File: src/rtl/friscv_pkg.sv
// Shared FRISCV definitions: RV32I major opcodes and the immediate format select.
package friscv_pkg;

    localparam logic [6:0] LUI     = 7'b0110111;
    localparam logic [6:0] AUIPC   = 7'b0010111;
    localparam logic [6:0] JAL     = 7'b1101111;
    localparam logic [6:0] JALR    = 7'b1100111;
    localparam logic [6:0] BRANCH  = 7'b1100011;
    localparam logic [6:0] LOAD    = 7'b0000011;
    localparam logic [6:0] STORE   = 7'b0100011;
    localparam logic [6:0] I_ARITH = 7'b0010011;
    localparam logic [6:0] R_ARITH = 7'b0110011;
    localparam logic [6:0] FENCE   = 7'b0001111;
    localparam logic [6:0] SYS     = 7'b1110011;

    // FMT_R doubles as "no immediate": both immediates come out as zero.
    typedef enum logic [2:0] {
        FMT_I,
        FMT_S,
        FMT_B,
        FMT_U,
        FMT_J,
        FMT_R
    } imm_fmt_t;

endpackage

File: src/rtl/friscv_imm_gen.sv
// Combinational immediate builder: packs the I/S/B immediate into imm12 and U/J into imm20.
module friscv_imm_gen
    import friscv_pkg::*;
(
    input  logic [31:0] instruction,
    input  imm_fmt_t    fmt,
    output logic [11:0] imm12,
    output logic [19:0] imm20
);

    // The opcode bits are decoded upstream into fmt.
    logic unused_opcode;
    assign unused_opcode = ^instruction[6:0];

    always_comb begin
        imm12 = 12'h000;
        imm20 = 20'h00000;
        case (fmt)
            FMT_I: imm12 = instruction[31:20];
            FMT_S: imm12 = {instruction[31:25], instruction[11:7]};
            FMT_B: imm12 = {instruction[31], instruction[7],
                            instruction[30:25], instruction[11:8]};
            FMT_U: imm20 = instruction[31:12];
            FMT_J: imm20 = {instruction[31], instruction[19:12],
                            instruction[20], instruction[30:21]};
            default: ;
        endcase
    end

endmodule

File: src/rtl/friscv_rv32i_decoder.sv
// Registered RV32I decoder: field split, immediates and one-hot dispatch class, 1-cycle latency.
// Define FRISCV_ZICSR_EN to decode the Zicsr SYSTEM instructions and expose csr/zimm.
module friscv_rv32i_decoder
    import friscv_pkg::*;
#(
    parameter int XLEN = 32
)(
    input  logic            aclk,
    input  logic            arst,
    input  logic [XLEN-1:0] instruction,
    output logic [6:0]      opcode,
    output logic [2:0]      funct3,
    output logic [6:0]      funct7,
    output logic [4:0]      rs1,
    output logic [4:0]      rs2,
    output logic [4:0]      rd,
    output logic [4:0]      zimm,
    output logic [11:0]     imm12,
    output logic [19:0]     imm20,
    output logic [11:0]     csr,
    output logic [5:0]      shamt,
    output logic            lui,
    output logic            auipc,
    output logic            jal,
    output logic            jalr,
    output logic            branching,
    output logic            system,
    output logic            processing,
    output logic            inst_error,
    output logic [3:0]      pred,
    output logic [3:0]      succ
);

    logic [6:0]  op;
    logic [2:0]  f3;
    imm_fmt_t    fmt;
    logic [11:0] imm12_d;
    logic [19:0] imm20_d;
    logic [11:0] csr_d;
    logic [4:0]  zimm_d;
    logic        c_lui, c_auipc, c_jal, c_jalr, c_branch, c_system, c_proc;
    logic        err;

    assign op = instruction[6:0];
    assign f3 = instruction[14:12];

    friscv_imm_gen u_imm_gen (
        .instruction (instruction[31:0]),
        .fmt         (fmt),
        .imm12       (imm12_d),
        .imm20       (imm20_d)
    );

`ifdef FRISCV_ZICSR_EN
    assign csr_d  = instruction[31:20];
    assign zimm_d = instruction[19:15];
`else
    assign csr_d  = 12'h000;
    assign zimm_d = 5'h00;
`endif

    always_comb begin
        c_lui    = 1'b0;
        c_auipc  = 1'b0;
        c_jal    = 1'b0;
        c_jalr   = 1'b0;
        c_branch = 1'b0;
        c_system = 1'b0;
        c_proc   = 1'b0;
        err      = 1'b0;
        fmt      = FMT_R;
        case (op)
            LUI:     begin c_lui    = 1'b1; fmt = FMT_U; end
            AUIPC:   begin c_auipc  = 1'b1; fmt = FMT_U; end
            JAL:     begin c_jal    = 1'b1; fmt = FMT_J; end
            JALR:    begin c_jalr   = 1'b1; fmt = FMT_I; end
            BRANCH:  begin c_branch = 1'b1; fmt = FMT_B; end
            LOAD:    begin c_proc   = 1'b1; fmt = FMT_I; end
            STORE:   begin c_proc   = 1'b1; fmt = FMT_S; end
            R_ARITH: c_proc = 1'b1;
            FENCE:   c_system = 1'b1;
            I_ARITH: begin
                fmt = FMT_I;
                // RV32I shifts only take a 5-bit shamt; bit 25 set is an RV64 encoding.
                if ((f3 == 3'b001 || f3 == 3'b101) && instruction[25])
                    err = 1'b1;
                else
                    c_proc = 1'b1;
            end
            SYS: begin
                fmt = FMT_I;
                if (f3 == 3'b000)
                    c_system = 1'b1;
`ifdef FRISCV_ZICSR_EN
                else if (f3 != 3'b100)
                    c_system = 1'b1;
`endif
                else
                    err = 1'b1;
            end
            default: err = 1'b1;
        endcase
        if (instruction[1:0] != 2'b11)
            err = 1'b1;
    end

    always_ff @(posedge aclk or posedge arst) begin
        if (arst) begin
            opcode     <= '0;
            funct3     <= '0;
            funct7     <= '0;
            rs1        <= '0;
            rs2        <= '0;
            rd         <= '0;
            zimm       <= '0;
            imm12      <= '0;
            imm20      <= '0;
            csr        <= '0;
            shamt      <= '0;
            pred       <= '0;
            succ       <= '0;
            lui        <= 1'b0;
            auipc      <= 1'b0;
            jal        <= 1'b0;
            jalr       <= 1'b0;
            branching  <= 1'b0;
            system     <= 1'b0;
            processing <= 1'b0;
            inst_error <= 1'b0;
        end else begin
            opcode     <= op;
            funct3     <= f3;
            funct7     <= instruction[31:25];
            rs1        <= instruction[19:15];
            rs2        <= instruction[24:20];
            rd         <= instruction[11:7];
            zimm       <= zimm_d;
            imm12      <= imm12_d;
            imm20      <= imm20_d;
            csr        <= csr_d;
            shamt      <= instruction[25:20];
            pred       <= instruction[27:24];
            succ       <= instruction[23:20];
            // An error masks every class flag so the dispatch stays one-hot.
            lui        <= c_lui    & ~err;
            auipc      <= c_auipc  & ~err;
            jal        <= c_jal    & ~err;
            jalr       <= c_jalr   & ~err;
            branching  <= c_branch & ~err;
            system     <= c_system & ~err;
            processing <= c_proc   & ~err;
            inst_error <= err;
        end
    end

endmodule

File: config.mk
export PLATFORM = sky130hd
export DESIGN_NAME = friscv_rv32i_decoder
export DESIGN_NICKNAME = d
export VERILOG_FILES = /design/src/rtl/friscv_pkg.sv /design/src/rtl/friscv_imm_gen.sv /design/src/rtl/friscv_rv32i_decoder.sv
export SDC_FILE = /design/constraint.sdc
export NUM_CORES = 1
export LEC_CHECK = 0
export ABC_AREA = 1
export ABC_CLOCK_PERIOD_IN_PS = 1900
export CORE_UTILIZATION = 37
export DETAILED_ROUTE_END_ITERATION = 7
export PLACE_DENSITY = 0.82
export RECOVER_POWER = 100
export SLEW_MARGIN = 10
export SYNTH_ARGS = -nofsm -noshare
export SYNTH_HDL_FRONTEND = slang
export SYNTH_SLANG_ARGS = --single-unit
File: constraint.sdc
create_clock -name aclk -period 1.9 [get_ports aclk]
set_input_delay 0.19 -clock aclk [delete_from_list [all_inputs] [get_ports aclk]]
set_output_delay 0.19 -clock aclk [all_outputs]
set_load 0.01 [all_outputs]
==> results of run 1 <==
[cells by family (layout without fill, tap and decap cells)]
kind of cell	count (synthesis)	in the layout	share of synthesized area
buf+inv	78	183	0.149
other cells	1	18	0.00130
compound gates	34	34	0.0689
simple gates	89	89	0.157
flops	72	72	0.624
[area by class of cell]
type / instances / area [µm²]
fill: 646 / 3220
sequential: 72 / 1800
timing repair buffer: 125 / 1230
multi-input combinational: 140 / 679
inverter: 42 / 161
clock buffer: 10 / 128
tap: 99 / 124
clock inverter: 6 / 60.1
antenna: 1 / 2.50
[per-layer routing]
metal	wire (µm)	GRT usage	vias to the layer above
met1	2840	0.206	1062
met3	472	0.0547	13
met5	0	0	-
met4	139	0.0672	0
li1	-	-	1039
met2	3440	0.317	106
[power groups by stage]
stage | clock network [W] | registers [W] | logic [W]
floorplan | 0 | 0.00165 | 0.000152
global placement | 0 | 0.00162 | 0.000372
detailed placement | 0 | 0.00162 | 0.000377
CTS | 0.00120 | 0.00159 | 0.000378
global route | 0.00125 | 0.00160 | 0.000359
finish | 0.00116 | 0.00159 | 0.000328
[Yosys cell counts, drive strengths merged]
| library cell | number | area, µm² |
|---|---|---|
| o31ai | 2 | 15.0 |
| o22ai | 19 | 119 |
| nand2 | 59 | 284 |
| o21ai | 9 | 45.0 |
| nand3 | 9 | 55.1 |
| a21oi | 4 | 20.0 |
| dfrtp | 72 | 1800 |
| conb | 1 | 3.75 |
| nor3 | 1 | 5.00 |
| nor2 | 19 | 104 |
| nor4 | 1 | 6.26 |
| buf | 36 | 273 |
| inv | 42 | 158 |
[through the flow]
| stage | worst slack (ns) | instances | total power, W |
|---|---|---|---|
| detailed placement | 0.146 | 478 | 0.00200 |
| global placement | 0.241 | 478 | 0.00199 |
| finish | 0.318 | 495 | 0.00308 |
| global route | 0.183 | 495 | 0.00321 |
| CTS | 0.410 | 494 | 0.00317 |
| floorplan | 0.794 | 290 | 0.00180 |
[worst max-delay path, stage by stage]
cell and delay, ns:
dlygate4sd3_1 0.71, nand2_1 0.10, nor2_1 0.19, nand2_1 0.15, clkbuf_2 0.25, o22ai_1 0.23
[sequential cells by signal (all words and copies together) (netlist names), 3 cells and up]
name,count
succ,3
rd,5
imm20,20
imm12,12
opcode,7
pred,3
rs1,5
funct3,3
funct7,5
[worst max-delay path by stage]
stage,from,endpoint,slack (ns),cells past startpoint
CTS,pred[1],funct7[0],0.41,1
detailed placement,instruction[6],imm12[5],0.15,8
global placement,instruction[6],imm12[10],0.24,8
finish,instruction[6],imm20[2],0.32,6
global route,instruction[6],imm20[12],0.18,6
floorplan,instruction[1],imm12[0],0.79,9
==> summary.txt, run 1 <==
Power
  – Comb pwr share: 0.107
  – NetSw: 0.000756 W
  – Seq pwr share: 0.517
  – Static leakage: 2.12 nW
  – Internal: 0.00232 W
  – Worst vdd ir: 0.363 mV
  – Pwr dens: 734 nW/µm²
  – Clk pwr share: 0.377
  – Switching Share: 0.246

STA
  – TNS Setup: 0 ns
  – RSZ-0062 raised after global routing: false
  – Final hold vios: 0
  – Tcrit/Tclk final: 0.833
  – Setup violators final: 0
  – Fin Hold WS: 0.436 ns
  – Slew Limit Headroom: 0.365
  – Least-Margin Pin Slew: 0.953 ns
  – Minimum clock period: 1.58 ns
  – Fmax: 632 MHz
  – Slew Viols, Final: 0

Layout
  – Util after Layout: 0.566
  – Nets: 424
  – Layout area overhead: 45.0%
  – Commonest non-fill, non-tap cell in the layout: dlygate4sd3_1
  – Share of cells above drive strength 1: 0.116
  – Design area: 4190 µm²
  – Most frequent cells in the layout: dlygate4sd3_1, dfrtp_1, nand2_1, inv_1, o22ai_1

Route
  – First-pass detailed-route iteration total: 4
  – Drt drc: 0
  – Final Routed Wirelength: 6900 µm
  – DR iter-0 viols: 90
  – Vias: 2220
  – Antenna-violating nets left: 0
  – Via density per instance: 4.48
  – Wire per inst: 13.9 µm

Floorplanning
  – Die area: 8170 µm²
  – Initial Util: 0.390
  – Row count: 31
  – I/O pin count: 137
  – Die H: 90.4 µm
  – Core area: 7410 µm²
  – Die W: 90.4 µm

Clocking
  – CTS sink cnt: 72
  – TritonCTS Buffers: 9
  – PostCTS Resize Cnt: 0
  – H-tree depth: 3
  – Setup Fix Bufs, Post-CTS: 0
  – CTS max path bufs: 2
  – Hold buffers post-CTS: 0
  – CTS tree: yes
  – Root buf cell: clkbuf_8
  – Clock Pin Slew Worst Setup and Hold Paths: 0.07 ns

Yosys
  – Yosys reg bits: 72
  – Distinct cells, synth: 22
  – YS warnings: 0
  – Post-synthesis sequential area ratio: 0.624
  – Syn avg cell area: 10.5 µm²
  – Gate count after technology mapping: 274
  – Synth Cell Area: 2890 µm²

Status
  – Status: finished clean

Min path
  – Hold Crit Depth: 1
  – Type of the tightest min-delay check: input pin to flip-flop
  – Hold EP: funct3[0]
  – Worst Min Path Start: instruction[12]

GRT
  – First-pass GRT wire length: 11300 µm
  – GRT overflow: 0
  – Vias in the first global route: 2296
  – Initial antenna violation count: 1
  – Largest net degree at the start of global routing: 73
  – Tot GR Track Use: 0.180

Setup path
  – CP required: 2.14 ns
  – Worst Path Max Fanout: 12
  – Data arrival, critical path: 1.83 ns
  – Crit end category: flip-flop
  – Worst Setup Path Type: input pin to flip-flop
  – Critical Path Source Type: input pin

Placement
  – IO Port Bufs: 119
  – Post-DP HPWL: 5110 µm
  – Placed cell area: 4050 µm²
  – GP Congestion: 0.840

Run
  – Max-cap violations: 0
Power figures use the tool's default switching activity.
==> run 2: changes to the inputs <==
Settings changed: ABC_CLOCK_PERIOD_IN_PS 1900 to 1300.
Clock period 1.9 ns to 1.3 ns, I/O delays scaled along.
==> summary.txt, run 2 (synthesis gave the netlist of run 1 again) <==
Status
  – Status: finished clean

Clocking
  – H-tree depth: 3 (unchanged)
  – CTS sink cnt: 72 (unchanged)
  – CTS tree: yes
  – CTS max path bufs: 2 (unchanged)
  – Clock Pin Slew Worst Setup and Hold Paths: 0.07 ns (about the same)
  – TritonCTS Buffers: 9 (unchanged)
  – Root buf cell: clkbuf_8

Layout
  – Most frequent cells in the layout: dlygate4sd2_1, dfrtp_1, inv_1, nand2_1, dlygate4sd3_1
  – Commonest non-fill, non-tap cell in the layout: dlygate4sd2_1
  – Top Registers: imm20 (20), imm12 (12), opcode (7)
  – Largest register FFs: 20 (unchanged)
  – Nets: 443 (+4.5%)
  – Util after Layout: 0.584 (+0.0179)
  – Reg with most FFs: imm20
  – Share of cells above drive strength 1: 0.196 (+0.0792)
  – Layout area overhead: 49.6%

STA
  – Setup violators final: 0 (unchanged)
  – Minimum clock period: 1.26 ns
  – Tcrit/Tclk final: 0.969
  – Final hold vios: 0 (unchanged)
  – Fin Hold WS: 0.0301 ns (-0.406 ns)
  – Slew Viols, Final: 0 (unchanged)
  – Setup ws final: 0.0407 ns (-0.277 ns)
  – Fmax: 794 MHz

Power
  – NetSw: 0.00114 W (+51%)
  – Clk pwr share: 0.429 (+0.052)
  – Seq pwr share: 0.472 (-0.045)
  – Internal: 0.00379 W (+63%)
  – Switching Share: 0.232 (-0.0141)
  – Worst vdd ir: 0.474 mV (+31%)
  – Static leakage: 2.36 nW (+11%)
  – Comb pwr share: 0.099 (-0.008)
  – Pwr dens: 1140 nW/µm² (+55%)

Route
  – Final Routed Wirelength: 7180 µm (+4.1%)
  – Vias: 2322 (+4.6%)
  – Wire per inst: 14.0 µm (+0.28%)
  – DR iter-0 viols: 131 (+46%)
  – Antenna-violating nets left: 0 (unchanged)
  – First-pass detailed-route iteration total: 4 (unchanged)
  – Drt drc: 0 (unchanged)
  – Via density per instance: 4.52 (+0.73%)

Setup path
  – Worst Path Max Fanout: 5 (-7)
  – Crit end category: flip-flop
  – Critical Path Source Type: input pin
  – Data arrival, critical path: 1.54 ns (-0.29 ns)
  – Crit-path max cell delay: 0.50 ns (-0.21 ns)
  – Worst Path Buf+Inv: 4 (+2)
  – Worst path cell trace: clkdlybuf4s50_1 -> nand2_2 -> inv_2 -> nand2_2 -> nor2_4 -> clkbuf_4 -> nand2_1 -> o21ai_0 -> inv_1 -> nand2_2
  – Top delay family on crit path: buffers and inverters
  – CP required: 1.58 ns (-0.56 ns)
  – Most used cell, CP: nand2_2
  – Crit-path slowest cell: clkdlybuf4s50_1
  – Worst Setup Path Type: input pin to flip-flop

Placement
  – DP Worst Slack: -0.346 ns (-0.491 ns)
  – GP Congestion: 0.836 (-0.50%)
  – Post-DP HPWL: 5290 µm (+3.5%)
  – IO Port Bufs: 119 (unchanged)

Floorplanning
  – Die H: 90.4 µm (unchanged)
  – I/O pin count: 137 (unchanged)
  – Core area: 7410 µm² (unchanged)
  – Die area: 8170 µm² (unchanged)
  – Row count: 31 (unchanged)
  – Initial Util: 0.390 (unchanged)
  – Die W: 90.4 µm (unchanged)

GRT
  – Vias in the first global route: 2278 (-0.78%)
  – First-pass GRT wire length: 11300 µm (+0.37%)
  – Largest net degree at the start of global routing: 37 (-49%)
  – Tot GR Track Use: 0.180 (about the same)
  – Initial antenna violation count: 1 (unchanged)
  – GRT overflow: 0 (unchanged)

Run
  – Max-cap violations: 0 (unchanged)

Min path
  – Type of the tightest min-delay check: input pin to flip-flop
==> run 2: cell types whose count changed in the layout (fill, tap and decap cells not counted), sizes merged <==
cell	before	now
dlygate4sd3	119	26
dlygate4sd2	0	86
buf	4	21
clkbuf	12	16
clkdlybuf4s50	0	4
bufinv	1	3
clkinvlp	3	1
inv	41	42
==> run 2: final timing paths <==
check / from / endpoint / slack, ns / cells past startpoint
worst max-delay path: instruction[0] / imm12[5] / 0.04 / 10
worst min-delay path: instruction[5] / opcode[5] / 0.03 / 1
max in group asynchronous: arst / jal / 0.27 / 3
min in group asynchronous: arst / imm12[5] / 0.22 / 2
==> run 2: power groups by stage <==
stage	registers, W	logic, W	clock network [W]
global placement	0.00237	0.000576	0
global route	0.00233	0.000533	0.00227
finish	0.00232	0.000489	0.00212
detailed placement	0.00237	0.000584	0
CTS	0.00233	0.000523	0.00217
floorplan	0.00241	0.000223	0
==> run 2: timing repair <==
item	CTS	global route
pin swaps	0	1
gates resized for setup	86	7
cloned	0	0
buffers inserted	0	3
hold buffers	0	0
endpoints found under the hold margin	0	0
endpoints found under the setup margin	86	27
==> run 2: layer usage <==
layer	up-vias	share of wire	track usage
met5	-	0	0
met4	0	0.014	0.0632
met3	9	0.061	0.0513
met2	114	0.51	0.305
met1	1118	0.42	0.220
li1	1081	-	-
==> run 2: area by class of cell <==
cell class	instances	area, µm²
Antenna cell	1	2.50
Clock buffer	9	124
Timing Repair Buffer	144	1260
Fill cell	662	3090
Inverter	42	159
Sequential cell	72	1800
Tap cell	99	124
Multi-Input combinational cell	140	729
Clock inverter	7	118
==> run 2: metrics by stage <==
stage | instance area, µm² | power, W | cells | setup TNS, ns
2_1_floorplan | 2950 | 0.00263 | 290 | 0
3_3_place_gp | 4200 | 0.00295 | 494 | -7.62
3_5_place_dp | 4200 | 0.00296 | 494 | -9.58
4_1_cts | 4330 | 0.00502 | 510 | 0
5_1_grt | 4320 | 0.00514 | 513 | -0.0108
6_report | 4320 | 0.00493 | 514 | 0
==> run 3: changes to the inputs <==
Settings changed: ABC_CLOCK_PERIOD_IN_PS 1300 to 1200, CORE_UTILIZATION 37 to 41, PLACE_DENSITY 0.82 to 0.85.
Clock period 1.3 ns to 1.2 ns, I/O delays scaled along.
==> summary.txt, run 3 (synthesis gave the netlist of run 1 again) <==
Route
  – Drt drc: 0 (unchanged)
  – DR iter-0 viols: 100 (-24%)
  – Final Routed Wirelength: 7220 µm (+0.53%)
  – Antenna-violating nets left: 0 (unchanged)
  – Vias: 2324 (+0.086%)
  – First-pass detailed-route iteration total: 4 (unchanged)
  – Wire per inst: 14.1 µm (+0.73%)
  – Via density per instance: 4.53 (+0.28%)

Setup path
  – Worst Setup Path Type: flip-flop to primary output
  – Worst path cell trace: dlygate4sd2_1
  – Data arrival, critical path: 1.03 ns (-0.51 ns)
  – Crit-path slowest cell: dfrtp_1
  – Crit-path max cell delay: 0.40 ns (-0.10 ns)
  – Critical Path Source Type: flip-flop
  – CP required: 1.08 ns (-0.50 ns)
  – Crit end category: primary output
  – Worst Path Max Fanout: 3 (-2)
  – Worst Path Buf+Inv: 1 (-3)
  – Top delay family on crit path: flip-flops

Layout
  – Share of cells above drive strength 1: 0.204 (+0.00818)
  – Commonest non-fill, non-tap cell in the layout: dlygate4sd2_1
  – Top Registers: imm20 (20), imm12 (12), opcode (7)
  – Filler Cell Count: 569 (-14%)
  – Multi-input logic area: 781 µm² (+7.0%)
  – Most frequent cells in the layout: dlygate4sd2_1, dfrtp_1, inv_1, nand2_1, dlygate4sd3_1
  – Largest register FFs: 20 (unchanged)
  – Reg area: 1800 µm² (unchanged)
  – Layout area overhead: 50.8%
  – Reg with most FFs: imm20
  – Antenna diode count: 0 (-1)
  – Nets: 446 (+0.68%)

Power
  – Static leakage: 2.36 nW (about the same)
  – Worst vdd ir: 0.894 mV (+89%)
  – Seq pwr share: 0.486 (+0.014)
  – Pwr dens: 1190 nW/µm² (+4.2%)
  – Comb pwr share: 0.107 (+0.008)
  – Switching Share: 0.246 (+0.0142)
  – Clk pwr share: 0.407 (-0.022)
  – NetSw: 0.00127 W (+11%)
  – Internal: 0.00390 W (+3.0%)
  – Total Power: 0.00517 W (+5.0%)

STA
  – Tcrit/Tclk final: 0.956
  – Setup violators final: 0 (unchanged)
  – Slew Limit Headroom: 0.665
  – Setup ws final: 0.0523 ns (+0.0116 ns)
  – Slew Viols, Final: 0 (unchanged)
  – Fmax: 871 MHz
  – Fin Hold WS: 0.107 ns (+0.0774 ns)
  – Minimum clock period: 1.15 ns
  – Final hold vios: 0 (unchanged)
  – Least-Margin Pin Slew: 0.503 ns

Clocking
  – CTS tree: yes
  – H-tree depth: 3 (unchanged)
  – TritonCTS Buffers: 9 (unchanged)
  – CTS sink cnt: 72 (unchanged)
  – CTS max path bufs: 2 (unchanged)
  – Root buf cell: clkbuf_8
  – Clock Pin Slew Worst Setup and Hold Paths: 0.08 ns (about the same)

GRT
  – GRT overflow: 0 (unchanged)
  – Vias in the first global route: 2364 (+3.8%)
  – First-pass GRT wire length: 11700 µm (+3.1%)
  – Largest net degree at the start of global routing: 38 (+2.7%)
  – Initial antenna violation count: 0 (-1)
  – Tot GR Track Use: 0.210 (+0.0300)

Min path
  – Hold Crit Depth: 2 (+1)
  – Type of the tightest min-delay check: input pin to flip-flop
  – Worst Min Path Start: instruction[3]
  – Hold EP: opcode[3]

Floorplanning
  – Die W: 85.9 µm (-4.9%)
  – Die H: 85.9 µm (-4.9%)
  – Core area: 6790 µm² (-8.3%)
  – Row count: 30 (-3.2%)
  – Initial Util: 0.425 (+0.0353)
  – I/O pin count: 137 (unchanged)
  – Die area: 7390 µm² (-9.6%)

Placement
  – DP Worst Slack: -0.392 ns (-0.0463 ns)
  – IO Port Bufs: 119 (unchanged)
  – Post-DP HPWL: 5260 µm (-0.69%)
  – GP Congestion: 0.861 (+3.0%)

Status
  – Status: finished clean

Run
  – Max-cap violations: 0 (unchanged)
==> run 3: how the worst max path moves through the flow <==
stage | start | endpoint | slack [ns] | cells after the start
4_1_cts | instruction[6] | imm12[6] | 0.0008 | 8
5_1_grt | instruction[1] | imm12[10] | -0.008 | 9
2_1_floorplan | instruction[1] | imm12[0] | 0.16 | 9
6_report | pred[1] | pred[1] | 0.05 | 1
3_3_place_gp | instruction[6] | imm12[10] | -0.35 | 7
3_5_place_dp | instruction[0] | imm12[1] | -0.39 | 9
==> run 3: metrics by stage <==
step           instance area (µm²)  std cells  utilization  setup TNS, ns
2_1_floorplan                 2950        290            -              0
5_1_grt                       4360        513        0.641       -0.00800
6_report                      4360        513        0.641              0
3_5_place_dp                  4210        493        0.620         -12.53
3_3_place_gp                  4210        493        0.620         -11.85
4_1_cts                       4350        511        0.640              0
==> run 3: repair_timing <==
item	4_1_cts	5_1_grt
buffers inserted	0	0
gates resized for setup	92	17
hold buffers	0	2
endpoints found under the hold margin	0	2
endpoints found under the setup margin	98	34
gates cloned	2	0
pin swaps	2	3
==> run 3: cell type report <==
type / instances / area share
clock buffer: 9 / 0.0284
clock inverter: 7 / 0.0218
inverter: 42 / 0.0371
multi-input combinational: 142 / 0.179
sequential: 72 / 0.414
tap: 96 / 0.0276
timing repair buffer: 145 / 0.292
==> run 3: power by group through the flow <==
| stage | Sequential, W | Combinational, W | Clock, W |
|---|---|---|---|
| global placement | 0.00257 | 0.000636 | 0 |
| finish | 0.00252 | 0.000554 | 0.00210 |
| CTS | 0.00252 | 0.000584 | 0.00214 |
| global route | 0.00252 | 0.000606 | 0.00226 |
| floorplan | 0.00261 | 0.000241 | 0 |
| detailed placement | 0.00257 | 0.000645 | 0 |
==> run 3: per-layer routing <==
metal	wire length (µm)	global-route usage	vias up
met2	3680	0.362	107
met1	2960	0.249	1122
met3	496	0.0500	8
met4	76	0.0955	0
met5	0	0	-
li1	-	-	1087
